`config.mk`:
```
export PLATFORM = sky130hd
export DESIGN_NAME = npu_loop_seq_flat
export DESIGN_NICKNAME = d
export VERILOG_FILES = /design/src/rtl/npu_loop_seq_pkg.sv /design/src/rtl/npu_loop_seq_if.sv /design/src/rtl/npu_loop_stage.sv /design/src/rtl/npu_loop_seq.sv /design/src/flat_wrapper.sv
export SDC_FILE = /design/constraint.sdc
export NUM_CORES = 1
export LEC_CHECK = 0
export CAP_MARGIN = 0
export CORE_ASPECT_RATIO = 2
export CORE_MARGIN = 1
export CORE_UTILIZATION = 45
export CTS_CLUSTER_SIZE = 8
export DETAILED_ROUTE_END_ITERATION = 7
export PLACE_DENSITY = 0.68
export SLEW_MARGIN = 20
export SYNTH_ARGS = -nofsm -noshare
export SYNTH_HDL_FRONTEND = slang
export SYNTH_HIERARCHICAL = 1
export SYNTH_SLANG_ARGS = --single-unit
```
`constraint.sdc`:
```
create_clock -name clk -period 4.2 [get_ports clk]
set_input_delay 0.84 -clock clk [delete_from_list [all_inputs] [get_ports clk]]
set_output_delay 0.84 -clock clk [all_outputs]
set_load 0.02 [all_outputs]
```
`src/rtl/npu_loop_seq_pkg.sv`:
```
// npu_loop_seq shared package: defaults, bound vector, FSM states.
// Also provides a ceil-division helper for tiled loop bounds.
package npu_loop_seq_pkg;

  localparam int NLVL_DEF   = 4;
  localparam int CNT_W_DEF  = 8;
  localparam int ADDR_W_DEF = 16;

  typedef logic [NLVL_DEF*CNT_W_DEF-1:0] bound_vec_t;

  typedef enum logic [1:0] {
    S_IDLE,
    S_RUN,
    S_DONE
  } state_t;

  function automatic int unsigned ceil_div(
    input int unsigned a,
    input int unsigned b
  );
    return (a + b - 1) / b;
  endfunction

endpackage

```
`src/rtl/npu_loop_seq_if.sv`:
```
// npu_loop_seq handshake bundle: config, control and index stream.
// lin_addr exists only when NPU_LOOP_SEQ_LINADDR_EN is defined.
interface npu_loop_seq_if #(
  parameter int NLVL   = 4,
  parameter int CNT_W  = 8,
  parameter int ADDR_W = 16
);

  logic                  cfg_valid;
  logic                  cfg_ready;
  logic [NLVL*CNT_W-1:0] cfg_bound;
  logic                  start;
  logic                  abort;
  logic                  busy;
  logic                  idx_valid;
  logic                  idx_ready;
  logic [NLVL*CNT_W-1:0] idx;
  logic                  idx_last;
  logic                  done;
`ifdef NPU_LOOP_SEQ_LINADDR_EN
  logic [ADDR_W-1:0]     lin_addr;
`endif

  modport master (
    output cfg_valid, cfg_bound, start,
    output abort, idx_ready,
`ifdef NPU_LOOP_SEQ_LINADDR_EN
    input  lin_addr,
`endif
    input  cfg_ready, busy, idx_valid,
    input  idx, idx_last, done
  );

  modport slave (
    input  cfg_valid, cfg_bound, start,
    input  abort, idx_ready,
`ifdef NPU_LOOP_SEQ_LINADDR_EN
    output lin_addr,
`endif
    output cfg_ready, busy, idx_valid,
    output idx, idx_last, done
  );

endinterface

```
`src/rtl/npu_loop_stage.sv`:
```
// One odometer digit: counter with bound compare, wrap and carry.
// Bound must be >= 1; it only changes while the counter sits at 0.
module npu_loop_stage #(
  parameter int CNT_W = 8
) (
  input  logic             clk,
  input  logic             rst_n,
  input  logic             clr_i,
  input  logic             inc_i,
  input  logic [CNT_W-1:0] bound_i,
  output logic [CNT_W-1:0] cnt_o,
  output logic             at_max_o,
  output logic             carry_o
);

  logic [CNT_W-1:0] cnt_q, cnt_d;
  logic             at_max;

  assign at_max   = cnt_q == bound_i - CNT_W'(1);
  assign at_max_o = at_max;
  assign carry_o  = inc_i && at_max && !clr_i;
  assign cnt_o    = cnt_q;

  always_comb begin
    cnt_d = cnt_q;
    unique case (1'b1)
      clr_i:                     cnt_d = '0;
      !clr_i && inc_i && at_max: cnt_d = '0;
      !clr_i && inc_i && !at_max:
        cnt_d = cnt_q + CNT_W'(1);
      default: ;
    endcase
  end

  always_ff @(posedge clk or negedge rst_n) begin
    if (!rst_n) cnt_q <= '0;
    else        cnt_q <= cnt_d;
  end

endmodule

```
`src/rtl/npu_loop_seq.sv`:
```
// Nested-loop index sequencer (odometer over NLVL levels).
// Optional lin_addr output: define NPU_LOOP_SEQ_LINADDR_EN.
module npu_loop_seq
  import npu_loop_seq_pkg::*;
#(
  parameter int NLVL   = NLVL_DEF,
  parameter int CNT_W  = CNT_W_DEF,
  parameter int ADDR_W = ADDR_W_DEF
) (
  input  logic           clk,
  input  logic           rst_n,
  npu_loop_seq_if.slave  bus
);

  state_t state_q, state_d;

  logic [NLVL-1:0][CNT_W-1:0] bnd_q;
  logic [NLVL-1:0][CNT_W-1:0] cnt;
  logic [NLVL-1:0]            at_max;
  logic [NLVL:0]              carry;

  logic cfg_acc, run, xfer, clr;
  logic cfg_rdy, busy_w, ivld, dn;

  assign run     = state_q == S_RUN;
  assign cfg_acc = bus.cfg_valid && state_q == S_IDLE;
  assign xfer    = run && bus.idx_ready && !bus.abort;
  assign clr     = (run && bus.abort) ||
                   (state_q == S_IDLE && bus.start);
  assign carry[0] = xfer;

  // Zero bounds degenerate to a single-trip level.
  always_ff @(posedge clk or negedge rst_n) begin
    if (!rst_n) begin
      for (int l = 0; l < NLVL; l++)
        bnd_q[l] <= CNT_W'(1);
    end else if (cfg_acc) begin
      for (int l = 0; l < NLVL; l++)
        bnd_q[l] <=
          (bus.cfg_bound[l*CNT_W +: CNT_W] == '0) ?
          CNT_W'(1) : bus.cfg_bound[l*CNT_W +: CNT_W];
    end
  end

  for (genvar l = 0; l < NLVL; l++) begin : g_lvl
    npu_loop_stage #(.CNT_W(CNT_W)) u_stage (
      .clk      (clk),
      .rst_n    (rst_n),
      .clr_i    (clr),
      .inc_i    (carry[l]),
      .bound_i  (bnd_q[l]),
      .cnt_o    (cnt[l]),
      .at_max_o (at_max[l]),
      .carry_o  (carry[l+1])
    );
  end

  always_ff @(posedge clk or negedge rst_n) begin
    if (!rst_n) state_q <= S_IDLE;
    else        state_q <= state_d;
  end

  always_comb begin
    state_d = state_q;
    unique case (state_q)
      S_IDLE: if (bus.start) state_d = S_RUN;
      S_RUN: begin
        if (bus.abort)       state_d = S_IDLE;
        else if (carry[NLVL]) state_d = S_DONE;
      end
      S_DONE:  state_d = S_IDLE;
      default: state_d = S_IDLE;
    endcase
  end

  always_comb begin
    cfg_rdy = 1'b0;
    busy_w  = 1'b0;
    ivld    = 1'b0;
    dn      = 1'b0;
    unique case (state_q)
      S_IDLE: cfg_rdy = 1'b1;
      S_RUN: begin
        busy_w = 1'b1;
        ivld   = 1'b1;
      end
      S_DONE:  dn = 1'b1;
      default: ;
    endcase
  end

  assign bus.cfg_ready = cfg_rdy;
  assign bus.busy      = busy_w;
  assign bus.idx_valid = ivld;
  assign bus.done      = dn;
  assign bus.idx       = cnt;
  assign bus.idx_last  = run && (&at_max);

`ifdef NPU_LOOP_SEQ_LINADDR_EN
  logic [ADDR_W-1:0] lin_q;

  always_ff @(posedge clk or negedge rst_n) begin
    if (!rst_n)                   lin_q <= '0;
    else if (clr || carry[NLVL])  lin_q <= '0;
    else if (xfer)                lin_q <= lin_q + ADDR_W'(1);
  end

  assign bus.lin_addr = lin_q;
`endif

endmodule

```
`src/flat_wrapper.sv`:
```
// flat-port wrapper written by rule: the top's interface ports become plain ports
module npu_loop_seq_flat import npu_loop_seq_pkg::*;
#(
  parameter int NLVL   = NLVL_DEF,
  parameter int CNT_W  = CNT_W_DEF,
  parameter int ADDR_W = ADDR_W_DEF
)
  (clk, rst_n, bus_cfg_valid, bus_cfg_bound, bus_start, bus_abort, bus_idx_ready, bus_cfg_ready, bus_busy, bus_idx_valid, bus_idx, bus_idx_last, bus_done);
  npu_loop_seq_if #(.NLVL(NLVL), .CNT_W(CNT_W), .ADDR_W(ADDR_W)) bus_i ();
  input  logic clk;
  input  logic rst_n;
  input wire logic [$bits(bus_i.cfg_valid)-1:0] bus_cfg_valid;
  input wire logic [$bits(bus_i.cfg_bound)-1:0] bus_cfg_bound;
  input wire logic [$bits(bus_i.start)-1:0] bus_start;
  input wire logic [$bits(bus_i.abort)-1:0] bus_abort;
  input wire logic [$bits(bus_i.idx_ready)-1:0] bus_idx_ready;
  output wire logic [$bits(bus_i.cfg_ready)-1:0] bus_cfg_ready;
  output wire logic [$bits(bus_i.busy)-1:0] bus_busy;
  output wire logic [$bits(bus_i.idx_valid)-1:0] bus_idx_valid;
  output wire logic [$bits(bus_i.idx)-1:0] bus_idx;
  output wire logic [$bits(bus_i.idx_last)-1:0] bus_idx_last;
  output wire logic [$bits(bus_i.done)-1:0] bus_done;
  assign bus_i.cfg_valid = bus_cfg_valid;
  assign bus_i.cfg_bound = bus_cfg_bound;
  assign bus_i.start = bus_start;
  assign bus_i.abort = bus_abort;
  assign bus_i.idx_ready = bus_idx_ready;
  assign bus_cfg_ready = bus_i.cfg_ready;
  assign bus_busy = bus_i.busy;
  assign bus_idx_valid = bus_i.idx_valid;
  assign bus_idx = bus_i.idx;
  assign bus_idx_last = bus_i.idx_last;
  assign bus_done = bus_i.done;
  npu_loop_seq #(.NLVL(NLVL), .CNT_W(CNT_W), .ADDR_W(ADDR_W)) u_core (.clk(clk), .rst_n(rst_n), .bus(bus_i));
endmodule
```
==> impl_metrics.csv, run 1 <==
group,metric,value,unit
layout,register_area,1660,sq um
power_and_ir_drop,leakage,2.32,nW
sta,slew_headroom,46.0,%
die,rows,50,
sta,fmax,0.248,GHz
detailed_routing,wl,11000,microns
clocking,htreeDepth,3,
detailed_routing,via_per_inst,5.70,
die,dieArea,10300,sq um
die,die_x,72.2,microns
sta,drv_slew,0,
worst_setup_path,endpoint_kind,"primary output",
grt,grt_use_total,22.5,%
detailed_routing,via_count,3866,
synth,synth_top_area_cell,"dfrtp_1",
layout,fillerInstances,849,
place,hpwlAfterDp,8140,microns
detailed_routing,drc,0,
layout,synthToLayoutAreaGrowth,26.2,%
worst_setup_path,crit_type,"reg2out",
detailed_routing,firstDrtPassIters,4,
clocking,holdBufCountCts,0,
sta,rsz0062_at_grt,"false",
layout,stdcell_count,678,
synth,synth_edf_count,0,
grt,first_global_vias,3801,
synth,syn_inst,462,
power_and_ir_drop,p_seq_share,40.8,%
die,initial_core_util,46.9,%
power_and_ir_drop,power_frac_comb,25.6,%
layout,layout-drive-gt1-share,13.7,%
clocking,cts_root_buf,"clkbuf_16",
sta,finalClockSkew,7.56,ps
place,dpl.cell_count,661,
layout,multi_input_area,2570,sq um
synth,synth_ff_type,"dfrtp_1",
sta,finalHoldViolations,0,
clocking,clk_path_buf_depth,2,
sta,setup_violations,0,
synth,ys_seq_area_share,37.4,%
die,coreArea,9450,sq um
worst_setup_path,critPathLaunchType,"flop",
die,boundaryPins,75,
synth,ys_types,43,
worst_setup_path,cp.arrival,3200,ps
grt,antenna_found_initial,0,
place,place.gp.congestion,0.863,
clocking,clk_pin_slew,50,ps
synth,synth.top_cells.by_area,"dfrtp_1, mux2_4, nor2_1",
clocking,tritoncts,"built",
power_and_ir_drop,clockPowerShare,33.6,%
grt,grt_max_degree,48,
sta,fin_crit,4040,ps
layout,nets,589,
sta,setup_tns,0,ps
synth,syn_area,4430,sq um
detailed_routing,drt_iter0_drc,242,
place,port-buffer-count,74,
die,die_h,142,microns
synth,avgSynthCellArea,9.60,sq um
synth,yosys_warnings,6,
power_and_ir_drop,p_per_area,371,nW/um^2
synth,synth_nets,508,
power_and_ir_drop,vdd_ir_drop_max,0.214,mV
clocking,worstSkewPairLatency,330,ps
power_and_ir_drop,switching_power,0.634,mW
synth,synthArstFlopShare,100,%
worst_setup_path,cp_max_fo,9,
flow_run,max_cap_viol_count,0,
power_and_ir_drop,internal_power,1.44,mW
min_path,hp-class,"reg2reg",
worst_setup_path,cp.required,3360,ps
sta,tightest_slew,810,ps
sta,finalCritPeriodShare,96.1,%
detailed_routing,wire_per_inst,16.2,microns
synth,synth_top_area_share,35.0,%
status,status,"finished clean",
clocking,numCtsBuffers,9,
power_and_ir_drop,sw_frac_of_total,30.6,%
synth,ys_ff_latch,66,
clocking,cts_sinks,66,
grt,grt_remaining_overflow,0,
grt,grt_pass1_wl,18100,microns
detailed_routing,drtAntennaViolNets,0,
layout,antennaDiodeCount,0,
-- cell families after synthesis --
| family | count (synthesis) | synth area share, % |
|---|---|---|
| xor+xnor | 28 | 5.53 |
| buf+inv | 38 | 5.05 |
| compound gates | 82 | 13.2 |
| fa+ha+maj | 8 | 2.26 |
| simple gates | 208 | 26.7 |
| flops | 66 | 37.4 |
| mux | 32 | 9.88 |
-- sequential cells by signal, indices dropped and copies added (netlist names) --
signal / count
u_core/bnd_q: 32
u_core/g_lvl.u_stage/cnt_o: 32
u_core/state_q: 2
-- worst paths after layout --
path,start,slack (ps),cells past startpoint,end
setup / recovery,u_core/bnd_q[8],160,8,bus_idx_last
hold / removal,u_core/bnd_q[15],540,1,u_core/bnd_q[15]
setup reg to reg,u_core/bnd_q[8],220,15,u_core/g_lvl[3].u_stage/cnt_o[7]
hold reg to reg,u_core/bnd_q[15],540,1,u_core/bnd_q[15]
max in group asynchronous,rst_n,2620,2,u_core/bnd_q[8]
min in group asynchronous,rst_n,610,1,u_core/g_lvl[2].u_stage/cnt_o[3]
-- metal layers --
metal	wire, microns	vias to the layer above	share of wire [%]	global-route usage, %
met5	0	-	0	0
met4	195	0	1.8	8.57
met3	319	14	2.9	2.83
met2	6220	95	57	42.2
met1	4250	1885	39	25.1
li1	-	1872	-	-
-- metrics by stage --
| step | hold WS [ps] | cell area [sq um] | power (mW) | util [%] | setup slack (ps) |
|---|---|---|---|---|---|
| after global placement | 522 | 5300 | 1.36 | 56.1 | 294 |
| after global routing | 559 | 5600 | 2.19 | 59.2 | 8.63 |
| after floorplan | 485 | 4430 | 1.23 | - | 298 |
| final | 540 | 5600 | 2.08 | 59.2 | 164 |
| after CTS | 538 | 5580 | 2.09 | 59.1 | 116 |
| after detailed placement | 524 | 5300 | 1.38 | 56.1 | 178 |
-- critical path: stages, from the launching register on --
cell           delay, ps
dfstp_2              610
inv_1                 70
ha_1                 290
or4_1                550
a211o_1              360
a311oi_4             360
nand4_1              150
nor2_1               140
dlygate4sd2_1        350
-- layout by cell type (no fill, tap or decap), types with 9 or more instances in the layout --
| cell | netlist | routed |
|---|---|---|
| mux2_4 | 22 | 22 |
| nand2_1 | 18 | 18 |
| nand4_1 | 9 | 9 |
| xnor2_1 | 16 | 16 |
| nor4_1 | 20 | 20 |
| nor3_1 | 20 | 20 |
| o21ai_0 | 28 | 28 |
| a21oi_1 | 22 | 21 |
| nand3_1 | 24 | 24 |
| and3_1 | 12 | 12 |
| clkdlybuf4s50_1 | 0 | 72 |
| xor2_1 | 12 | 12 |
| dfrtp_1 | 62 | 62 |
| or4_1 | 12 | 12 |
| inv_1 | 21 | 21 |
| nor2_1 | 39 | 39 |
| buf_4 | 1 | 12 |
| clkbuf_16 | 0 | 9 |
-- synthesized netlist by cell type (5+ instances only) --
master	count
nor4_1	20
dfrtp_1	62
inv_1	21
or3_1	8
and3_1	12
buf_6	6
o31ai_1	8
a21oi_1	22
xor2_1	12
nand3_1	24
nand2_1	18
or4_1	12
nor2b_1	8
clkbuf_1	8
o21ai_0	28
nor3_1	20
nand3b_1	8
nor2_1	39
mux2_2	6
and2b_1	5
mux2_4	22
xnor2_1	16
ha_1	8
nand4_1	9
-- power groups by stage --
stage                     Clock [mW]  Sequential (mW)  Combinational [mW]
after floorplan                    0            0.810               0.421
after global placement             0            0.850               0.509
after detailed placement           0            0.855               0.524
after CTS                      0.720            0.845               0.530
after global routing           0.747            0.863               0.585
final                          0.698            0.847               0.531
-- cell type report --
cell class                      instances  share of cell area, %
Tap cell                              130                   2.91
Timing Repair Buffer                   87                   15.1
Sequential cell                        66                   29.6
Inverter                               21                   1.41
Multi-Input combinational cell        358                   45.9
Clock buffer                           14                   4.90
Clock inverter                          2                  0.179
-- what timing repair did --
item                                    4_1_cts  5_1_grt
endpoints found under the setup margin        1        2
resized for setup                             1        1
buffers inserted                              0        1
pin swaps                                     0        2
No activity file was read; power rests on OpenSTA's default activity.
==> run 2, diff against run 1 <==
Settings changed: CTS_BUF_LIST set to sky130_fd_sc_hd__clkbuf_4.
==> run 2 against run 1 <==
  * First-iteration DRC count shrank 2.9%
  * Critical path depth is the same
  * Critical endpoint unchanged
  * Largest cell class unchanged
  * Sequential share of layout area grew 0.97 points
  * Global-route usage shrank 0.23 points
  * Non-clock buffer count grew 1
  * Final cell count grew 0.29%
  * Total power shrank 17%
  * Via count grew 0.34%
  * Maximum frequency grew 0.96%
  * Worst hold slack lost 51 ps
  * Largest power group unchanged
  * Register-to-register slack is essentially flat
  * Clock skew grew 2.9 ps
==> impl_metrics.csv, run 2 (same netlist as run 1, synthesis figures left out) <==
group,metric,value,unit
status,status,"finished clean",
power_and_ir_drop,p_per_area,317,nW/um^2
worst_setup_path,cp_top_family,"simple AND/OR/NAND/NOR gates",
sta,fmax,0.250,GHz
clocking,clk_pin_slew,100,ps
grt,grt_pass1_wl,17900,microns
die,coreArea,9450,sq um
sta,fin_crit,4000,ps
sta,finalHoldViolations,0,
die,die_h,142,microns
layout,nets,590,
sta,tightest_slew,798,ps
sta,finalClockSkew,10.4,ps
die,rows,50,
flow_run,max_cap_viol_count,0,
min_path,hp-class,"in2async",
sta,drv_slew,0,
worst_setup_path,crit_chain,"inv_1 -> ha_1 -> or4_1 -> a211o_1 -> a311oi_4 -> nand4_1 -> nor2_1 -> clkbuf_2",
worst_setup_path,crit_path_max_incr_delay,620,ps
worst_setup_path,cp_max_fo,8,
detailed_routing,via_per_inst,5.70,
detailed_routing,top_layer_used,"met4",
detailed_routing,route.met3.wl,360,microns
worst_setup_path,critPathLaunchType,"flop",
worst_setup_path,crit_type,"reg2out",
worst_setup_path,worstReg2RegStart,"u_core/bnd_q[8]",
detailed_routing,firstDrtPassIters,4,
detailed_routing,drtAntennaViolNets,0,
power_and_ir_drop,leakage,2.24,nW
grt,grt_max_degree,48,
die,initial_core_util,46.9,%
place,place_area,5300,sq um
worst_setup_path,r2r.worst_path.cells,15,
worst_setup_path,r2r_end,"u_core/g_lvl[3].u_stage/cnt_o[7]",
layout,layout-drive-gt1-share,14.0,%
die,boundaryPins,75,
clocking,tritoncts,"built",
detailed_routing,drt_iter0_drc,235,
worst_setup_path,endpoint_kind,"primary output",
worst_setup_path,cp.required,3360,ps
place,hpwlAfterDp,8140,microns
clocking,worstSkewPairLatency,420,ps
die,dieArea,10300,sq um
grt,grt_remaining_overflow,0,
sta,holdWs,488,ps
clocking,htreeDepth,3,
die,die_x,72.2,microns
worst_setup_path,reg2reg_slack,210,ps
layout,final_common_cell,"clkdlybuf4s50_1",
detailed_routing,drc,0,
detailed_routing,wire_per_inst,15.9,microns
clocking,clk_path_buf_depth,2,
sta,slew_headroom,46.8,%
layout,final_cell_mix,"clkdlybuf4s50_1, dfrtp_1, nor2_1",
place,port-buffer-count,74,
grt,antenna_found_initial,1,
worst_setup_path,cp.arrival,3160,ps
layout,synthToLayoutAreaGrowth,22.3,%
worst_setup_path,critPathBufInv,2,
detailed_routing,via_count,3879,
grt,grt_use_total,22.3,%
place,place.gp.congestion,0.863,
detailed_routing,dr_wl_met2,5940,microns
clocking,cts_root_buf,"clkbuf_4",
layout,finalInstanceArea,5420,sq um
detailed_routing,wl_met1,4210,microns
power_and_ir_drop,power,1.72,mW
worst_setup_path,critPathSlowestCell,"dfstp_2",
power_and_ir_drop,vdd_ir_drop_max,0.243,mV
detailed_routing,wl,10800,microns
grt,first_global_vias,3776,
sta,setup_violations,0,
clocking,numCtsBuffers,9,
clocking,cts_sinks,66,
sta,finalCritPeriodShare,95.2,%
## run 2: cell count changes in the layout (fill, tap and decap cells not counted), sizes merged
| cell | change |
|---|---|
| clkinv | +3 |
| clkbuf | -2 |
| buf | +1 |
| diode | +1 |
| dlygate4sd2 | -1 |
## run 2: metal layers
layer,global-route usage (%),up-vias
met2,40.2,98
met4,10.8,0
li1,-,1882
met1,25.0,1877
met5,0,-
met3,3.19,22
## run 2: cell type report
class	instances	area, sq um
antenna	1	2.50
clock buffer	11	82.6
clock inverter	5	21.3
fill	880	4020
inverter	21	78.8
multi-input combinational	358	2570
sequential	66	1660
tap	130	163
timing repair buffer	88	848
## run 2: worst max path at each step
stage | to | slack, ps | startpoint | cells past startpoint
after global placement | bus_idx_last | 290 | u_core/bnd_q[16] | 8
after CTS | bus_idx_last | 40 | u_core/bnd_q[8] | 8
after detailed placement | u_core/g_lvl[3].u_stage/cnt_o[7] | 180 | u_core/bnd_q[0] | 16
after global routing | u_core/g_lvl[3].u_stage/cnt_o[7] | -0.01 | u_core/bnd_q[8] | 15
after floorplan | u_core/g_lvl[3].u_stage/cnt_o[7] | 300 | u_core/bnd_q[0] | 17
final | bus_idx_last | 200 | u_core/bnd_q[8] | 8
## run 2: report_power, final
group	switching, mW	internal (mW)
logic	0.252	0.281
registers	0.127	0.716
clock network	0.216	0.127
total	0.594	1.12
## run 2: repair_timing
action                                  CTS  global route
endpoints found under the setup margin    1             2
pin swaps                                 0             1
resized for setup                         1             4
hold buffers                              0             0
setup buffers                             0             2
## run 2: stage by stage
| step | TNS [ps] | instances | utilization [%] | setup WS [ps] |
|---|---|---|---|---|
| global route | -0.0115 | 680 | 57.4 | -0.0115 |
| finish | 0 | 680 | 57.4 | 202 |
| floorplan | 0 | 462 | - | 298 |
| detailed placement | 0 | 661 | 56.1 | 178 |
| global placement | 0 | 661 | 56.1 | 294 |
| CTS | 0 | 677 | 57.2 | 38.3 |
